## config.mk

```make
export PLATFORM = sky130hd
export DESIGN_NAME = wire_cut_judge
export DESIGN_NICKNAME = d
export VERILOG_FILES = /design/src/rtl/wire_cut_judge.sv
export SDC_FILE = /design/constraint.sdc
export NUM_CORES = 1
export LEC_CHECK = 0
export BUFFER_PORTS_ARGS = -buffer_cell sky130_fd_sc_hd__buf_2
export CAP_MARGIN = 0
export CORE_MARGIN = 1
export CORE_UTILIZATION = 60
export DETAILED_ROUTE_END_ITERATION = 10
export PLACE_DENSITY = 0.8
export SLEW_MARGIN = 40
export SYNTH_ARGS = -nofsm -noshare
export SYNTH_HDL_FRONTEND = slang
export SYNTH_SLANG_ARGS = --single-unit
```

## constraint.sdc

```tcl
create_clock -name CLK -period 7.2 [get_ports CLK]
set_input_delay 0 -clock CLK [delete_from_list [all_inputs] [get_ports CLK]]
set_output_delay 0 -clock CLK [all_outputs]
set_load 0.02 [all_outputs]
```

## src/rtl/wire_cut_judge.sv

```systemverilog
// Judge stage for the bomb-defusal game: runs the round countdown, scores wire cuts
// against the maze target, counts strikes and reports DEFUSED/EXPLODED.
module wire_cut_judge #(
    parameter int TICKS_PER_SEC   = 100000000,
    parameter int START_SECONDS   = 90,
    parameter int MAX_STRIKES     = 3,
    parameter int PENALTY_SECONDS = 10
) (
    input  logic       CLK,
    input  logic       RESET,
    input  logic       start,
    input  logic [2:0] wire_to_cut,
    input  logic [2:0] cut_sw,
    output logic [1:0] state,
    output logic [7:0] time_left,
    output logic [1:0] strikes,
    output logic       strike_pulse,
    output logic       defused,
    output logic       exploded
);

    typedef enum logic [1:0] {
        S_IDLE     = 2'd0,
        S_ARMED    = 2'd1,
        S_DEFUSED  = 2'd2,
        S_EXPLODED = 2'd3
    } state_e;

    localparam int TICK_W = (TICKS_PER_SEC > 1) ? $clog2(TICKS_PER_SEC) : 1;
    localparam logic [TICK_W-1:0] TICK_LAST = TICK_W'(TICKS_PER_SEC - 1);
    localparam logic [7:0] START_VAL = 8'(START_SECONDS);

    // Unsigned subtraction clamped at zero; time never wraps below 0.
    function automatic logic [7:0] sat_sub8(input logic [7:0] a, input int b);
        if (b <= 0) begin
            return a;
        end
        if (int'(a) > b) begin
            return a - 8'(b);
        end
        return 8'd0;
    endfunction

    state_e            state_q, state_d;
    logic [7:0]        time_q, time_d;
    logic [1:0]        strikes_q, strikes_d;
    logic              pulse_q, pulse_d;
    logic [TICK_W-1:0] tick_q, tick_d;
    logic [2:0]        cut_prev_q;

    logic [2:0] new_cut;
    logic [2:0] target_mask;
    logic       target_valid;
    logic       tick_wrap;
    logic       wrong_cut;
    logic       right_cut;
    logic [7:0] t_dec;
    logic [7:0] t_pen;

    always_comb begin
        target_valid = 1'b1;
        target_mask  = 3'b000;
        case (wire_to_cut)
            3'd1:    target_mask = 3'b001;
            3'd2:    target_mask = 3'b010;
            3'd3:    target_mask = 3'b100;
            default: target_valid = 1'b0;
        endcase
    end

    assign new_cut   = cut_sw & ~cut_prev_q;
    assign right_cut = target_valid && (new_cut == target_mask);
    assign wrong_cut = (new_cut != 3'b000) && !right_cut;
    assign tick_wrap = (tick_q == TICK_LAST);

    always_comb begin
        state_d   = state_q;
        time_d    = time_q;
        strikes_d = strikes_q;
        pulse_d   = 1'b0;
        tick_d    = tick_q;
        t_dec     = time_q;
        t_pen     = time_q;

        case (state_q)
            S_ARMED: begin
                tick_d = tick_wrap ? '0 : tick_q + TICK_W'(1);
                t_dec  = tick_wrap ? sat_sub8(time_q, 1) : time_q;
                t_pen  = sat_sub8(t_dec, PENALTY_SECONDS);
                time_d = t_dec;
                // Timer expiry outranks any cut landing in the same cycle.
                if (tick_wrap && (t_dec == 8'd0)) begin
                    state_d = S_EXPLODED;
                end else if (wrong_cut) begin
                    time_d    = t_pen;
                    strikes_d = (strikes_q == 2'd3) ? 2'd3 : strikes_q + 2'd1;
                    pulse_d   = 1'b1;
                    if ((int'(strikes_q) + 1 >= MAX_STRIKES) || (t_pen == 8'd0)) begin
                        state_d = S_EXPLODED;
                    end
                end else if (right_cut) begin
                    state_d = S_DEFUSED;
                end
            end
            default: begin
                if (start) begin
                    state_d   = S_ARMED;
                    time_d    = START_VAL;
                    strikes_d = 2'd0;
                    tick_d    = '0;
                end
            end
        endcase
    end

    always_ff @(posedge CLK or posedge RESET) begin
        if (RESET) begin
            state_q    <= S_IDLE;
            time_q     <= 8'd0;
            strikes_q  <= 2'd0;
            pulse_q    <= 1'b0;
            tick_q     <= '0;
            cut_prev_q <= 3'b000;
        end else begin
            state_q    <= state_d;
            time_q     <= time_d;
            strikes_q  <= strikes_d;
            pulse_q    <= pulse_d;
            tick_q     <= tick_d;
            cut_prev_q <= cut_sw;
        end
    end

    assign state        = state_q;
    assign time_left    = time_q;
    assign strikes      = strikes_q;
    assign strike_pulse = pulse_q;
    assign defused      = (state_q == S_DEFUSED);
    assign exploded     = (state_q == S_EXPLODED);

endmodule

```

==> impl_results.md <==
* Status: complete, no violations
* Later-pin clock latency in the skew report at 0.30 ns
* Hold Startpoint: wire_to_cut[2]
* Worst hold-check path type: in2reg
* Tmin final at between 3 and 4 ns
* Die area at 5249 um^2
* Wire per inst at between 15 and 20 um
* Post-synth ARST share at 100.0%
* Gr usage total at roughly a third
* Mapped Avg Cell Area at ~8.2 um^2
* Antenna Diode Count at 0
* Root Driver: clkbuf_8
* Number of port buffers at 23
* Worst flop-to-flop path startpoint: tick_q[0]
* Layout cells sized above 1 at between 10% and 20%
* H-Tree Depth at 2
* Syn Std Cell Area at just under 3000 um^2
* Final Hold Vio Count at 0
* Via Count at between 2,000 and 3,000
* Fmax at 310.6 MHz
* Die W at about 72 um
* Startpoint Class: register
* Largest family of logic cells by synthesized area: simple AND/OR/NAND/NOR gates
* Core Area at 4755 um^2
* Simple-gate share of the synthesized area at around a third
* Yosys warns at 0
* Clock Path Buffers at 2
* Sequential area share after synthesis at roughly 36%
* Total Routed Length at 7891 um
* Initial Util at a little over three fifths
* PwrDens at about 300 nW/um^2
* Nets at slightly below 400
* Number of global-route vias before repair at between 2,000 and 3,000
* Initial antenna violation count at 0
* CTS clock-pin slew for the worst setup and hold paths at roughly 0.090 ns
* Worst Clk Skew at between 0.008 and 0.009 ns
* Post-synthesis mux area share at 1.345%
* Slew HR at a little over half
* WP depth at 10
* Hold path endpoint: state[0]
* Critical R2R Capture: state[1]
* Max_cap viols at 0
* Crit-path most repeated cell: ha_1
* Post-CTS Setup Repair Bufs at 0
* Post-route cell area at roughly 3300 um^2
* Compound-Gate Fraction of Synth Area at 22.82%
* Pin count of the biggest net entering global routing at between 40 and 50
* Post-synth top flop: dfrtp_1
* Post-Synth XOR/XNOR Area at under 10%
* Crit path required time at ~7.4 ns
* Setup violators final at 0
* CTS tree: done
* Via density at 6.531
* Row Count at 25
* Drc violations at 0
* CP max-delay cell: or3_4
* Synth cell types at 59
* Post-CTS sizing at 0
* Die height at 72.45 um
* CP bufs+invs at 0
* CTS sink cnt at 43
* Area grow syn2layout at 9.748%
* Number of synthesized flops with an enable pin at 0
* CP cell instances: ha_1 > nand3_1 > or3_4 > nor3_1 > nand2b_1 > o31a_1 > ha_1 > o31ai_1 > nand4_1 > a32oi_1
* Final Cycle Share at 44.71%
* RSZ-0062 raised after global routing: false
* Routability Congestion at 0.9526
* CP endpoint kind: register
* Max VDD drop at roughly 240 uV
* Io pins at 24
* Final Slew Violations at 0
* Syn Inst Count at 365
* Kind of critical path: reg2reg
* CTS buffer count at 5
* DRT antenna net count at 0
* FF+latch count, synth at 43
* Worst slew pin tran at ~0.69 ns
* Syn_nets at roughly 380
* Fill cells at roughly 400
* Leak at between 1 and 1.5 nW
* R2R cell count at 10
* Power, Total at 0.9797 mW
* Setup tns final at 0 ns
* Crit-path max cell delay at 0.46 ns
* Drt pass-1 iters at 5
* Placed Area at just over 3000 um^2
* Initial DRC count at 422
* Total gr overflow at 0
* DP Wirelength at 5364 um
* R2r setup slk at ~4.0 ns
* Hold depth at 3
* Post-synthesis adder-cell area fraction at about 1.7%
* Max FO, Critical Path at 5
* First-pass GRT wire length at approximately 13,000 um
* Worst Hold Slack at slightly above 0.3 ns
* Arr. time, crit path at between 3 and 4 ns
* Top delay family on crit path: simple AND/OR/NAND/NOR gates
[logic make-up (layout without fill, tap and decap cells)]
| kind of cell | Yosys count | count (layout) |
|---|---|---|
| AOI/OAI and AO/OA | 105 | 105 |
| xor gates and xnor gates | 8 | 8 |
| adders and majority gates | 4 | 4 |
| buffers and inverters | 25 | 45 |
| DFF | 43 | 43 |
| muxes | 4 | 4 |
| and+or+nand+nor | 176 | 176 |
[worst max-delay path by stage]
stage	from	end	slack (ns)
after CTS	tick_q[0]	state[1]	4.04
final	tick_q[0]	state[1]	3.98
after global routing	tick_q[0]	time_left[5]	3.73
after global placement	tick_q[0]	state[1]	4.12
after detailed placement	tick_q[0]	time_left[7]	4.05
after floorplan	time_left[0]	time_left[4]	4.40
[layer usage]
layer  GRT usage, %  vias up  part of all wire [%]
met5              0        -                     0
met2          46.21      159                    44
met4          7.625        0                   1.2
met1          49.91     1384                    47
li1               -     1395                     -
met3          4.861       14                   7.8
[registers in the layout, summed over array words and instances (netlist names)]
register,flops
cut_prev_q,3
time_left,8
tick_q,27
strikes,2
state,2
strike_pulse,1
[tightest hold or removal path, cell delays in order]
cell     delay [ns]
buf_2          0.07
o21ai_1        0.22
a31oi_1        0.26
[stage by stage]
| step | instances | util [%] | setup WS [ns] |
|---|---|---|---|
| after global placement | 439 | 65.45 | 4.117 |
| after floorplan | 365 | - | 4.400 |
| after global routing | 452 | 68.74 | 3.725 |
| final | 452 | 68.74 | 3.981 |
| after detailed placement | 439 | 65.50 | 4.053 |
| after CTS | 452 | 68.63 | 4.038 |
[synthesized netlist by cell type, types with 5 or more instances]
cell type / n / share of area [%]
nor4_1: 5 / 1.1
xor2_1: 5 / 1.5
and3_1: 10 / 2.1
clkbuf_1: 15 / 1.9
nand4_1: 8 / 1.7
nand2_1: 39 / 4.9
o21ai_0: 44 / 7.4
nor3_1: 11 / 1.8
nand2b_1: 8 / 1.7
a21oi_1: 10 / 1.7
nand3_1: 17 / 2.9
a31oi_1: 8 / 1.7
nor2_1: 36 / 4.5
inv_1: 7 / 0.88
dfrtp_1: 43 / 36
or3_1: 6 / 1.3
and4_1: 6 / 1.8
o31ai_1: 16 / 4.0
[power breakdown]
part	switching, mW	total, mW	internal, mW
sequential	0.0595	0.337	0.278
combinational	0.313	0.472	0.159
clock	0.0915	0.170	0.0785
total	0.464	0.980	0.516
[timing repair]
action / in CTS / in global routing
hold endpoints to repair: 47 / 0
hold buffers: 5 / 0
endpoints found under the setup margin: 0 / 0
[cell type report]
cell class | instances | area, um^2 | area share (%)
multi-input cells | 297 | 1803 | 55.17
flip-flops and latches | 43 | 1076 | 32.92
repair buffers | 30 | 180.2 | 5.513
well taps | 67 | 83.83 | 2.565
clock buffers | 6 | 82.58 | 2.527
inverters | 7 | 26.28 | 0.8040
clock inverters | 2 | 16.27 | 0.4977
[layout by cell type, fill, tap and decap left out, drive strengths merged, types with 3 or more instances in the layout]
| master | count |
|---|---|
| nand2 | 39 |
| and4 | 6 |
| dlygate4sd3 | 5 |
| or3 | 7 |
| a31oi | 8 |
| nor2b | 4 |
| ha | 4 |
| clkbuf | 6 |
| inv | 6 |
| buf | 25 |
| nand3b | 4 |
| a21oi | 10 |
| or2 | 4 |
| xnor2 | 3 |
| and2 | 4 |
| xor2 | 5 |
| mux2i | 4 |
| and3 | 10 |
| nand2b | 8 |
| o31ai | 16 |
| nor2 | 37 |
| o21ai | 45 |
| nor4 | 6 |
| nor3 | 12 |
| dfrtp | 43 |
| nand4 | 9 |
| nand3 | 17 |
| o2111ai | 3 |
| o211ai | 5 |
Power figures use the tool's default switching activity.
